File: src/rtl/arb_pkg.sv
// rtl/arb_pkg.sv - shared types and helpers for the enabled-register arbiter
// FSM state encodings plus index-width and modular-add helpers.
package arb_pkg;

  typedef enum logic {
    ST_IDLE = 1'b0,
    ST_OWN  = 1'b1
  } arb_state_t;

  function automatic int idx_w(input int n);
    return (n > 1) ? $clog2(n) : 1;
  endfunction

  function automatic int wrap_add(input int a, input int b, input int n);
    int s;
    s = a + b;
    return (s >= n) ? (s - n) : s;
  endfunction

endpackage

File: src/rtl/rr_pick.sv
// rtl/rr_pick.sv - combinational round-robin picker
// Finds the first set request bit searching upward from start, wrapping at N_REQ-1.
module rr_pick
  import arb_pkg::*;
#(
  parameter int N_REQ = 4
) (
  input  logic [N_REQ-1:0]        req,
  input  logic [idx_w(N_REQ)-1:0] start,
  output logic                    found,
  output logic [idx_w(N_REQ)-1:0] idx
);

  localparam int IW = idx_w(N_REQ);

  logic [IW-1:0] w_pos;

  // Walk from farthest to nearest so the nearest set bit wins.
  always_comb begin
    found = 1'b0;
    idx   = '0;
    w_pos = '0;
    for (int k = N_REQ - 1; k >= 0; k--) begin
      w_pos = IW'(wrap_add(int'(start), k, N_REQ));
      if (req[w_pos]) begin
        found = 1'b1;
        idx   = w_pos;
      end
    end
  end

endmodule

File: src/rtl/en_reg_arbiter.sv
// rtl/en_reg_arbiter.sv - round-robin owner of a shared enabled D-register
// Grants one requester at a time, bounds contended ownership, drives the register en/d pins.
module en_reg_arbiter
  import arb_pkg::*;
#(
  parameter int N_REQ    = 4,
  parameter int WIDTH    = 8,
  parameter int MAX_HOLD = 8
) (
  input  logic                    clk,
  input  logic                    rst,
  input  logic [N_REQ-1:0]        req,
  input  logic [N_REQ*WIDTH-1:0]  data,
  output logic [N_REQ-1:0]        grant,
  output logic [idx_w(N_REQ)-1:0] owner_id,
  output logic                    busy,
  output logic                    reg_en,
  output logic [WIDTH-1:0]        reg_d
);

  localparam int              IW       = idx_w(N_REQ);
  localparam int              HW       = $clog2(MAX_HOLD + 1);
  localparam logic [HW-1:0]   HOLD_MAX = HW'(MAX_HOLD);
  localparam logic [IW-1:0]   LAST_IDX = IW'(N_REQ - 1);

  arb_state_t       r_state, w_state_nxt;
  logic [N_REQ-1:0] r_grant, w_grant_nxt;
  logic [IW-1:0]    r_owner, w_owner_nxt;
  logic [IW-1:0]    r_rr_ptr, w_rr_ptr_nxt;
  logic [HW-1:0]    r_hold_cnt, w_hold_nxt;

  logic [N_REQ-1:0] w_cand;
  logic             w_found;
  logic [IW-1:0]    w_pick;
  logic             w_owner_req;
  logic             w_take;

  // While owning, rr_ptr already equals owner+1, so one picker serves both states.
  assign w_cand      = req & ~r_grant;
  assign w_owner_req = |(req & r_grant);

  rr_pick #(
    .N_REQ(N_REQ)
  ) u_pick (
    .req  (w_cand),
    .start(r_rr_ptr),
    .found(w_found),
    .idx  (w_pick)
  );

  always_ff @(posedge clk or posedge rst) begin
    if (rst) begin
      r_state    <= ST_IDLE;
      r_grant    <= '0;
      r_owner    <= '0;
      r_rr_ptr   <= '0;
      r_hold_cnt <= '0;
    end else begin
      r_state    <= w_state_nxt;
      r_grant    <= w_grant_nxt;
      r_owner    <= w_owner_nxt;
      r_rr_ptr   <= w_rr_ptr_nxt;
      r_hold_cnt <= w_hold_nxt;
    end
  end

  always_comb begin
    w_state_nxt  = r_state;
    w_grant_nxt  = r_grant;
    w_owner_nxt  = r_owner;
    w_rr_ptr_nxt = r_rr_ptr;
    w_hold_nxt   = r_hold_cnt;
    w_take       = 1'b0;

    if (r_state == ST_IDLE) begin
      w_take = w_found;
    end else if (!w_owner_req) begin
      if (w_found) begin
        w_take = 1'b1;
      end else begin
        w_state_nxt = ST_IDLE;
        w_grant_nxt = '0;
        w_owner_nxt = '0;
        w_hold_nxt  = '0;
      end
    end else if (r_hold_cnt == HOLD_MAX && w_found) begin
      w_take = 1'b1;
    end else if (r_hold_cnt != HOLD_MAX) begin
      w_hold_nxt = r_hold_cnt + HW'(1);
    end

    if (w_take) begin
      w_state_nxt  = ST_OWN;
      w_owner_nxt  = w_pick;
      w_grant_nxt  = N_REQ'(1) << w_pick;
      w_hold_nxt   = HW'(1);
      w_rr_ptr_nxt = (w_pick == LAST_IDX) ? '0 : w_pick + IW'(1);
    end
  end

  assign grant    = r_grant;
  assign owner_id = r_owner;
  assign busy     = |r_grant;
  assign reg_en   = busy;
  assign reg_d    = busy ? data[int'(r_owner)*WIDTH +: WIDTH] : '0;

endmodule

File: config.mk
export PLATFORM = sky130hd
export DESIGN_NAME = en_reg_arbiter
export DESIGN_NICKNAME = d
export VERILOG_FILES = /design/src/rtl/arb_pkg.sv /design/src/rtl/rr_pick.sv /design/src/rtl/en_reg_arbiter.sv
export SDC_FILE = /design/constraint.sdc
export NUM_CORES = 1
export LEC_CHECK = 0
export ABC_AREA = 0
export BUFFER_PORTS_ARGS = -buffer_cell sky130_fd_sc_hd__buf_2
export CELL_PAD_IN_SITES_DETAIL_PLACEMENT = 2
export CELL_PAD_IN_SITES_GLOBAL_PLACEMENT = 2
export CORE_ASPECT_RATIO = 1.1
export CORE_MARGIN = 5
export CORE_UTILIZATION = 26
export CTS_CLUSTER_DIAMETER = 100
export DETAILED_ROUTE_END_ITERATION = 8
export PLACE_DENSITY_LB_ADDON = 0.1
export REMOVE_ABC_BUFFERS = 1
export SETUP_SLACK_MARGIN = 0.02
export SLEW_MARGIN = 10
export SYNTH_ARGS = -nofsm -noshare
export SYNTH_HDL_FRONTEND = slang
export SYNTH_SLANG_ARGS = --single-unit
File: constraint.sdc
create_clock -name clk -period 2.4 [get_ports clk]
set_clock_uncertainty 0.2 [all_clocks]
set_input_delay 0 -clock clk [delete_from_list [all_inputs] [get_ports clk]]
set_output_delay 0 -clock clk [all_outputs]
set_load 0.1 [all_outputs]
==> results.toml <==
[timing]
hold_violations = 0
rsz0062_at_grt = "no"
fin_crit_ns = 2.187
setup_viol = 0
fmax_mhz = 457.3
drv_slew = 0
period_share = 0.9111
worst_slew_pin_slew_ns = 0.5188
slew_headroom = 0.6541
setup-tns-final_ns = 0

[clock_network]
clockBufferDepth = 2
cts_tree = "done"
cts_max_level = 1
clockRootBuffer = "clkbuf_8"
numClockSinks = 13
clk-insertion-delay-late_ns = 0.26
numCtsBuffers = 3
path_clk_slew_ns = 0.07
cts_setup_buffers = 0

[floorplanning]
core_area_mm2 = 0.003964
dieArea_mm2 = 0.005493
fp.dieW_um = 71.13
io_pins = 54
row_count = 24
initial_core_util = 0.2696
fp.dieH_um = 77.24

[placement]
hpwl_mm = 3.070
gp_congestion = 0.7785
io_buffers = 53

[detailed_routing]
ant_nets = 0
wl_per_cell_um = 18.72
wirelength_mm = 3.876
via_per_inst = 5.271
dr.pass1.iters = 2
drc_errors = 0
vias = 1091
dr.first_iter.drc_count = 25

[setup_path]
cp.required_ns = 2.34
path_buf_inv = 0
criticalPathCategory = "flip-flop to flip-flop"
start_kind = "flip-flop"
cp.arrival_ns = 2.13
cp_top_family = "compound AO/OA/AOI/OAI gates"
critPathMaxStageDelay_ns = 0.44
path_max_fanout = 6
cp_slowest_cell = "dfrtp_1"
worstPathCellList = "nor2b_1 > a2111oi_1 > o31a_1 > ha_1 > mux2_1"
end_kind = "flip-flop"

[final_layout]
drive_above_1_share = 0.5290
n_antenna_cell = 0
syn_to_final_growth_pct = 37.59
nets = 200

[yosys]
ys_seq_area_frac = 0.3044
netlist.area_leader.share = 0.3044
synth_edf_count = 0
syn_inst = 96
synth_simple_gate_area_frac = 0.1792
synthTopCellsByArea = "dfrtp_1, mux4_2, ha_1"
yosysMostFrequentCell = "dfrtp_1"
synth.distinct_cells = 42
synth_adder_area_share = 0.07026
synthXorXnorAreaFrac = 0
syn_area_mm2 = 0.001069
yosys.area.top_type = "dfrtp_1"
yosysWarnings = 0
ys.flop_type = "dfrtp_1"
synth_compound_area_frac = 0.2201
syn_area_per_cell_um2 = 11.13
synth_top_cells_by_count = "dfrtp_1, nor2b_1, inv_1"
ys_async_sr_fraction = 1.000
ys_ff_latch = 13
synth_top_family_by_area = "compound AO/OA/AOI/OAI gates"
synth_mux_area_frac = 0.1792

[grt]
grt_pass1_vias = 1210
antenna_found_initial = 0
track_usage = 0.1435
grt_pass1_wl_mm = 6.237
grt_overflow = 0
grt_max_degree = 14

[run_status]
outcome = "completed"

[worst_hold_path]
min_path_type = "input pin to async pin"

[job]
drv_cap = 0
what timing repair did:
item,4_1_cts,5_1_grt
gates resized for setup,0,1
hold endpoints to repair,13,0
hold buffers,1,0
setup endpoints to repair,0,1
flip-flops by register name, indices dropped and copies added, names as in the netlist:
register	flops
r_state	1
grant	4
r_rr_ptr	2
owner_id	2
r_hold_cnt	4
cell families after synthesis:
group,count (synthesis)
buffers and inverters,12
muxes,9
adders and majority gates,6
and+or+nand+nor,28
AOI/OAI and AO/OA,28
DFF,13
per-layer routing:
metal  vias up  GRT usage  share of wire
li1        485          -              -
met4         0    0.05075          0.015
met5         -          0              0
met1       549     0.1684           0.43
met2        52     0.2542           0.48
met3         5    0.03007          0.077
layout by cell type, fill, tap and decap left out, types with 2 or more instances in the layout:
cell      count
a211oi_1      2
a21oi_1       2
a22o_2        5
a22oi_1       3
buf_2        53
buf_4         4
clkbuf_8      3
dfrtp_1      13
ha_1          6
inv_1         9
mux4_2        8
nor2b_1      11
nor3b_1       2
o21ai_0       4
path summary, 6_finish.rpt:
kind                            cells past startpoint                 startpoint  slack [ns]                   endpoint
worst min-delay path                                3                        rst        0.12       grant[2]$_DFFE_PP0P_
worst max-delay path                                5       grant[0]$_DFFE_PP0P_        0.21    r_rr_ptr[1]$_DFFE_PP0P_
worst max register to register                      5       grant[0]$_DFFE_PP0P_        0.21    r_rr_ptr[1]$_DFFE_PP0P_
worst min register to register                      1  r_hold_cnt[0]$_DFFE_PP0P_        0.31  r_hold_cnt[0]$_DFFE_PP0P_
min in group clk                                    4                     req[0]        0.18          r_state$_DFF_PP0_
max in group asynchronous                           3                        rst        1.53          r_state$_DFF_PP0_
final cells by class:
type	instances	area [µm²]
fill	455	2494
multi-input combinational	71	694.4
sequential	13	325.3
timing repair buffer	58	305.3
tap	52	65.06
clock buffer	3	41.29
inverter	9	33.78
clock inverter	1	5.005
worst min-delay path, stage by stage:
cell and delay, ns:
dlygate4sd3_1 0.53, buf_2 0.12, inv_1 0.38
metrics by stage:
step | setup slack (ns) | utilization | cells | cell area (µm²) | hold slack, ns
after floorplan | -0.7235 | - | 93 | 1052 | -0.3230
after global placement | 0.3387 | 0.3564 | 202 | 1413 | -0.1285
after detailed placement | 0.1878 | 0.3564 | 202 | 1413 | -0.1314
after CTS | 0.1743 | 0.3706 | 207 | 1469 | 0.1642
after global routing | 0.03112 | 0.3709 | 207 | 1470 | 0.1908
final | 0.2133 | 0.3709 | 207 | 1470 | 0.1159
Power is left out: the tool's default activity adds up to more than one toggle a clock period on the data nets, which glitch-free logic cannot reach.
